## config.mk

```make
export PLATFORM = sky130hd
export DESIGN_NAME = load_store_unit
export DESIGN_NICKNAME = d
export VERILOG_FILES = /design/src/rtl/load_store_unit.sv
export SDC_FILE = /design/constraint.sdc
export NUM_CORES = 1
export LEC_CHECK = 0
export CORE_MARGIN = 2
export CORE_UTILIZATION = 45
export DETAILED_ROUTE_END_ITERATION = 8
export MAX_ROUTING_LAYER = met4
export PLACE_DENSITY = 0.76
export SYNTH_ARGS = -nofsm -noshare
export SYNTH_HDL_FRONTEND = slang
export SYNTH_SLANG_ARGS = --single-unit
```

## constraint.sdc

```tcl
create_clock -name clk -period 4.5 [get_ports clk]
set_input_delay 0.9 -clock clk [delete_from_list [all_inputs] [get_ports clk]]
set_output_delay 0.9 -clock clk [all_outputs]
set_load 0.005 [all_outputs]
```

## src/rtl/load_store_unit.sv

```systemverilog
// RV32I load/store unit: byte/half/word accesses to a word-wide dmem, with
// misaligned accesses split over two cycles (IDLE -> SECOND).
module load_store_unit (
  input  logic        clk,
  input  logic        reset,
  input  logic        req_valid,
  input  logic        req_store,
  input  logic [2:0]  req_funct3,
  input  logic [31:0] req_addr,
  input  logic [31:0] req_wdata,
  output logic        req_ready,
  output logic        rsp_valid,
  output logic [31:0] rsp_rdata,
  output logic        rsp_err,
  output logic [31:0] daddr,
  output logic [31:0] dwdata,
  output logic [3:0]  we,
  input  logic [31:0] drdata
);

  typedef enum logic {IDLE, SECOND} state_e;

  state_e      state_q, state_d;
  logic [31:0] rot_q, rot_d;
  logic [3:0]  lanes_hi_q, lanes_hi_d;
  logic [1:0]  off_q, off_d;
  logic [2:0]  funct3_q, funct3_d;
  logic        store_q, store_d;
  logic [31:0] addr2_q, addr2_d;
  logic [31:0] lo_q, lo_d;
  logic        rsp_valid_q, rsp_valid_d;
  logic [31:0] rsp_rdata_q, rsp_rdata_d;
  logic        rsp_err_q, rsp_err_d;

  logic [1:0]  off;
  logic [3:0]  mask;
  logic [7:0]  lanes;
  logic        legal;
  logic        misal;
  logic        accept;
  logic [31:0] rot;
  logic [31:0] word_addr;
  logic [31:0] hi_sel, lo_sel, raw, load_data;
  logic [1:0]  off_sel;
  logic [2:0]  f3_sel;

  function automatic logic [31:0] extend(input logic [2:0] f3, input logic [31:0] r);
    case (f3)
      3'b000:  extend = {{24{r[7]}}, r[7:0]};
      3'b001:  extend = {{16{r[15]}}, r[15:0]};
      3'b100:  extend = {24'b0, r[7:0]};
      3'b101:  extend = {16'b0, r[15:0]};
      default: extend = r;
    endcase
  endfunction

  // Request decode: lane mask, legality and misalignment of the incoming op.
  always_comb begin
    off       = req_addr[1:0];
    word_addr = {req_addr[31:2], 2'b00};
    case (req_funct3[1:0])
      2'b00:   mask = 4'b0001;
      2'b01:   mask = 4'b0011;
      default: mask = 4'b1111;
    endcase
    lanes = {4'b0000, mask} << off;
    legal = req_store ? (req_funct3 inside {3'b000, 3'b001, 3'b010})
                      : (req_funct3 inside {3'b000, 3'b001, 3'b010, 3'b100, 3'b101});
    misal  = legal && (lanes[7:4] != 4'b0000);
    accept = (state_q == IDLE) && req_valid;
    case (off)
      2'd0:    rot = req_wdata;
      2'd1:    rot = {req_wdata[23:0], req_wdata[31:24]};
      2'd2:    rot = {req_wdata[15:0], req_wdata[31:16]};
      default: rot = {req_wdata[7:0],  req_wdata[31:8]};
    endcase
  end

  // Shared load formatter: SECOND combines the captured low word with the
  // current read as the high word; an aligned load uses a zero high word.
  always_comb begin
    hi_sel    = (state_q == SECOND) ? drdata : '0;
    lo_sel    = (state_q == SECOND) ? lo_q : drdata;
    off_sel   = (state_q == SECOND) ? off_q : off;
    f3_sel    = (state_q == SECOND) ? funct3_q : req_funct3;
    raw       = 32'({hi_sel, lo_sel} >> {off_sel, 3'b000});
    load_data = extend(f3_sel, raw);
  end

  always_ff @(posedge clk or posedge reset) begin
    if (reset) begin
      state_q     <= IDLE;
      rot_q       <= '0;
      lanes_hi_q  <= '0;
      off_q       <= '0;
      funct3_q    <= '0;
      store_q     <= 1'b0;
      addr2_q     <= '0;
      lo_q        <= '0;
      rsp_valid_q <= 1'b0;
      rsp_rdata_q <= '0;
      rsp_err_q   <= 1'b0;
    end else begin
      state_q     <= state_d;
      rot_q       <= rot_d;
      lanes_hi_q  <= lanes_hi_d;
      off_q       <= off_d;
      funct3_q    <= funct3_d;
      store_q     <= store_d;
      addr2_q     <= addr2_d;
      lo_q        <= lo_d;
      rsp_valid_q <= rsp_valid_d;
      rsp_rdata_q <= rsp_rdata_d;
      rsp_err_q   <= rsp_err_d;
    end
  end

  always_comb begin
    state_d = state_q;
    case (state_q)
      IDLE:    if (accept && misal) state_d = SECOND;
      SECOND:  state_d = IDLE;
      default: state_d = IDLE;
    endcase
  end

  always_comb begin
    rot_d       = rot_q;
    lanes_hi_d  = lanes_hi_q;
    off_d       = off_q;
    funct3_d    = funct3_q;
    store_d     = store_q;
    addr2_d     = addr2_q;
    lo_d        = lo_q;
    rsp_valid_d = 1'b0;
    rsp_rdata_d = '0;
    rsp_err_d   = 1'b0;
    req_ready   = (state_q == IDLE);
    daddr       = word_addr;
    dwdata      = rot;
    we          = '0;
    case (state_q)
      IDLE: begin
        if (accept) begin
          if (legal && req_store) we = lanes[3:0];
          if (!legal) begin
            rsp_valid_d = 1'b1;
            rsp_err_d   = 1'b1;
          end else if (misal) begin
            rot_d      = rot;
            lanes_hi_d = lanes[7:4];
            off_d      = off;
            funct3_d   = req_funct3;
            store_d    = req_store;
            addr2_d    = word_addr + 32'd4;
            lo_d       = drdata;
          end else begin
            rsp_valid_d = 1'b1;
            rsp_rdata_d = req_store ? '0 : load_data;
          end
        end
      end
      SECOND: begin
        daddr       = addr2_q;
        dwdata      = rot_q;
        we          = store_q ? lanes_hi_q : '0;
        rsp_valid_d = 1'b1;
        rsp_rdata_d = store_q ? '0 : load_data;
      end
      default: ;
    endcase
  end

  assign rsp_valid = rsp_valid_q;
  assign rsp_rdata = rsp_rdata_q;
  assign rsp_err   = rsp_err_q;

endmodule

```

==> impl_metrics.toml, run 1 <==
[clock_network]
cts_setup_buffers = 0
clk_pin_slew_ns = 0.06
clk_path_buf_depth = 2
cts-root-buf = "clkbuf_16"
cts_resized = 0
worstSkewPairLatency_ns = 0.42
clock-sinks = 138
htreeDepth = 4
cts_tree = "yes"
cts_hold_buffers = 0
cts_buffers = 17

[worst_hold_path]
min_path_type = "register to register"

[grt]
grt_first_pass_wirelength_mm = 40.9
grt_pass1_vias = 7671
antenna_found_initial = 0
grt_max_degree = 74
gr-total-overflow = 0
grt_usage = 0.263

[drt]
post-route-drc-count = 0
dr.pass1.iters = 5
drt-initial-drc-count = 769
wl_per_cell_um = 17.4
vias = 8017
routed_wl_mm = 25.4
ant_nets = 0
vias_per_cell = 5.51

[timing]
final-setup-viol-count = 0
hold_viol = 0
rsz0062_at_grt = "no"
worst_slack_ns = 0.531
period_share = 0.882
skew_ns = 0.00569
max_freq_mhz = 252
drv_slew = 0
relSlewSlack = 0.316
period_needed_ns = 3.97
tightest_slew_ns = 1.03
final.setup.tns_ns = 0

[placed_design]
port_buffers = 203
dpl.hpwl_mm = 17.7
routabilityCongestion = 0.938
place_ws_ns = 0.580
placedInstanceArea_um2 = 10800

[setup_path]
cp-start-kind = "primary input"
crit_required_ns = 3.60
cp.arrival_ns = 3.07
critPathKind = "primary input to output pin"
cp_max_fo = 41
end_kind = "output pin"

[yosys]
syn_area_um2 = 8660
yosys-top-cells-count = "nand2_1 (322), dfrtp_1 (138), o21ai_0 (110)"
yosysMostFrequentCell = "nand2_1"
syn_inst = 1025
synthFlopType = "dfrtp_1"
synthArstFlopShare = 1.00
yosysUniqueCellTypes = 49
synth.largest_area_cell = "dfrtp_1"
yosysSeqAreaShare = 0.399
synth_area_per_cell_um2 = 8.45
yosys_warnings = 0
synthTopCellsByArea = "dfrtp_1 (40%), nand2_1 (14%), mux2i_1 (8.5%)"
netlist.area_leader.share = 0.399
synth_seq_cells = 138
synth_edf_count = 0

[floorplanning]
rows = 50
die_h_um = 143
core-area_um2 = 18800
initial_utilization = 0.460
die_area_um2 = 20400
io_pins = 206
die_w_um = 143

[final_layout]
drive_above_1_share = 0.104
layout.nets = 1289
design_area_um2 = 11400
area_delta_synth_final_pct = 31.5
diodes = 0

[power]
peakVddDrop_uv = 331
p_leak_nw = 4.94
power.density_nw_per_um2 = 357

[status]
status = "completed"

[run]
drv_cap = 0
==> flip-flops by register name (all words and copies together) (netlist names) <==
register	flops
store_q	1
rsp_err	1
state_q	1
lanes_hi_q	3
rot_q	32
addr2_q	30
funct3_q	3
rsp_valid	1
lo_q	32
rsp_rdata	32
off_q	2
==> cell families after synthesis <==
kind of cell / share of synthesized area
compound gates: 0.142
flops: 0.399
simple gates: 0.206
fa+ha+maj: 0.00144
other cells: 0.000433
mux: 0.176
buf+inv: 0.0490
xor+xnor: 0.0273
==> layout by cell type (no fill, tap or decap), types with 3 or more instances in the layout <==
master           netlist  routed
and2_1                 3       3
nor3_1                 5       5
o21ai_0              110     109
nor4_1                 3       3
inv_1                  6       5
clkdlybuf4s50_1        0     201
mux4_2                 8       8
clkinvlp_4             0       4
dfrtp_1              138     136
mux2_2                51      51
nand2_1              322     322
clkbuf_16              0      17
nand4_1               12      12
clkinv_2               0       4
o21a_1                 8       8
o31ai_1                4       4
mux2i_1               74      73
and3_1                 8       8
nand3_1               37      37
nor2_1                24      24
a21oi_1               24      24
xor2_1                23      23
a311oi_1               7       7
a211oi_1              31      31
bufinv_16              0       3
buf_4                  5      18
nor3b_1                7       7
xnor2_1                4       4
o21ai_1                8       8
==> critical path, cell delays in order <==
cell and delay [ns]:
buf_2 0.75, mux2_2 0.44, o21ai_0 0.33, o21ai_0 0.13
clkdlybuf4s50_1 0.49
==> path summary, 6_finish.rpt <==
kind / start / slack [ns] / depth (start not counted) / endpoint
max: req_addr[1] / 0.53 / 5 / dwdata[30]
min: lo_q[1]$_DFFE_PP0P_ / 0.47 / 2 / lo_q[1]$_DFFE_PP0P_
min in group asynchronous: reset / 1.05 / 2 / rsp_rdata[22]$_DFF_PP0_
max reg2reg: state_q$_DFF_PP0_ / 1.41 / 6 / rot_q[19]$_DFFE_PP0P_
min reg2reg: lo_q[1]$_DFFE_PP0P_ / 0.47 / 2 / lo_q[1]$_DFFE_PP0P_
max in group asynchronous: reset / 2.59 / 3 / rsp_rdata[2]$_DFF_PP0_
==> report_power, final <==
group / total (mW) / internal (mW) / switching, mW
sequential: 1.65 / 1.47 / 0.180
clock: 1.42 / 0.878 / 0.543
combinational: 0.989 / 0.508 / 0.481
==> final cells by class <==
| class | count | area [µm²] |
|---|---|---|
| repair buffers | 222 | 2180 |
| fillers | 1586 | 7440 |
| clock inverters | 12 | 150 |
| flip-flops and latches | 138 | 3460 |
| inverters | 8 | 33.8 |
| multi-input cells | 798 | 4810 |
| well taps | 260 | 325 |
| clock buffers | 18 | 439 |
==> per-stage QoR <==
stage          hold WS [ns]  utilization  power, mW  instances
3_5_place_dp          0.462        0.574       2.65       1426
2_1_floorplan         0.434            -       2.23       1026
6_report              0.474        0.605       4.06       1456
3_3_place_gp          0.456        0.574       2.62       1426
4_1_cts               0.476        0.605       4.08       1456
5_1_grt               0.496        0.605       4.29       1456
==> layer usage <==
metal / GRT usage / up-vias / part of all wire
li1: - / 3860 / -
met1: 0.364 / 3765 / 0.45
met2: 0.379 / 345 / 0.45
met3: 0.0547 / 47 / 0.078
met4: 0.101 / 0 / 0.031
met5: - / - / 0
Power figures use the tool's default switching activity.
==> run 2, diff against run 1 <==
- GPL_TIMING_DRIVEN: default -> 0
- REMOVE_ABC_BUFFERS: default -> 1
==> run 2 against run 1 <==
Global-route usage shrank 1.9 points. Combinational power shrank 2%. Total power shrank 0.81%. Critical endpoint is now we[2]. Highest routed layer unchanged.
==> impl_metrics.toml, run 2 (synthesized netlist as in run 1, its figures left out) <==
[status]
status = "completed"

[placed_design]
dp_cells = 1414
routabilityCongestion = 0.960
port_buffers = 203
dpl.hpwl_mm = 15.7
place_ws_ns = 0.174
placedInstanceArea_um2 = 10800

[final_layout]
drive_above_1_share = 0.0945
instances_no_fill = 1447
final_common_cell = "nand2_1"
seqCellArea_um2 = 3460
mostFrequentLayoutCells = "nand2_1 (322), clkdlybuf4s50_1 (201), dfrtp_1 (136), o21ai_0 (109), mux2i_1 (73)"
fillCellCount = 1629
design_area_um2 = 11400
layout.nets = 1277
area_delta_synth_final_pct = 31.7
final_util = 0.606
multi_input_area_um2 = 4820

[timing]
rsz0062_at_grt = "no"
period_share = 0.902
relSlewSlack = 0.140
period_needed_ns = 4.06
tightest_slew_ns = 1.29
max_freq_mhz = 246
drv_slew = 0
skew_ns = 0.00801
timing.hold.ws_ns = 0.468
final.setup.tns_ns = 0
worst_slack_ns = 0.441
final-setup-viol-count = 0
hold_viol = 0

[clock_network]
clk_pin_slew_ns = 0.06
cts_buffers = 17
clk_path_buf_depth = 2
cts_hold_buffers = 0
htreeDepth = 4
cts_resized = 0
worstSkewPairLatency_ns = 0.42
cts_tree = "yes"
cts_setup_buffers = 0
clock-sinks = 138
cts-root-buf = "clkbuf_16"

[grt]
grt_first_pass_wirelength_mm = 38.4
grt_pass1_vias = 7445
gr-total-overflow = 0
antenna_found_initial = 2
grt_usage = 0.244
grt_max_degree = 99

[setup_path]
cpMaxStageDelayCell = "dfrtp_4"
cp-start-kind = "register"
crit_required_ns = 3.60
max_stage_delay_ns = 0.77
path_cells = "buf_16 > nor4bb_1 > o21ai_0 > a221oi_1 > a31o_2 > clkdlybuf4s50_1"
cp_max_fo = 94
cp.arrival_ns = 3.16
critPathKind = "register to output pin"
end_kind = "output pin"

[drt]
dr.pass1.iters = 5
ant_nets = 0
drt-initial-drc-count = 520
wl_per_cell_um = 16.2
vias = 7928
routed_wl_mm = 23.5
post-route-drc-count = 0
vias_per_cell = 5.48

[floorplanning]
core-area_um2 = 18800
die_w_um = 143
die_h_um = 143
die_area_um2 = 20400
initial_utilization = 0.460
rows = 50
io_pins = 206

[run]
drv_cap = 0

[power]
p_leak_nw = 4.92
power.density_nw_per_um2 = 353
peakVddDrop_uv = 291
total_power_mw = 4.03

[worst_hold_path]
min_path_type = "register to register"
run 2: cell count changes in the layout (fill, tap and decap cells not counted), moves of 2 or more:
cell      change
buf_16        +3
buf_4        -17
diode_2       +2
inv_6         +2
clkinv_2      -3
buf_12        +2
clkbuf_8      +2
clkbuf_1      +2
run 2: layout make-up:
| type | count | area share |
|---|---|---|
| Timing Repair Buffer | 210 | 0.191 |
| Clock buffer | 22 | 0.0415 |
| Inverter | 8 | 0.00307 |
| Multi-Input combinational cell | 798 | 0.422 |
| Tap cell | 260 | 0.0285 |
| Sequential cell | 138 | 0.303 |
| Antenna cell | 2 | 0.000439 |
| Clock inverter | 9 | 0.00998 |
run 2: report_power, final:
part | switching [mW] | internal [mW] | total, mW | leakage, nW
clock | 0.538 | 0.860 | 1.40 | 0.279
combinational | 0.456 | 0.514 | 0.970 | 2.88
sequential | 0.188 | 1.47 | 1.66 | 1.76
total | 1.18 | 2.85 | 4.03 | 4.92
run 2: worst paths after layout:
| check | endpoint | cells after the start | slack, ns | start |
|---|---|---|---|---|
| max | we[2] | 6 | 0.44 | state_q$_DFF_PP0_ |
| min | lanes_hi_q[0]$_DFFE_PP0P_ | 1 | 0.47 | lanes_hi_q[0]$_DFFE_PP0P_ |
| max reg2reg | addr2_q[25]$_DFFE_PP0P_ | 9 | 0.50 | state_q$_DFF_PP0_ |
| min reg2reg | lanes_hi_q[0]$_DFFE_PP0P_ | 1 | 0.47 | lanes_hi_q[0]$_DFFE_PP0P_ |
| max in group asynchronous | rsp_rdata[5]$_DFF_PP0_ | 3 | 2.82 | reset |
| min in group asynchronous | addr2_q[14]$_DFFE_PP0P_ | 2 | 0.86 | reset |
run 2: routing by layer:
metal	up-vias	global-route usage	routed length [µm]
met5	-	-	0
met4	0	0.0683	365
met3	36	0.0657	1790
met2	318	0.383	11300
met1	3719	0.313	10000
li1	3855	-	-
run 2: worst max-delay path: cells and delay by family (launching register included):
family	cells	cell delay, ns
flops	1	0.77
buf+inv	2	0.87
compound gates	3	0.68
simple gates	1	0.34
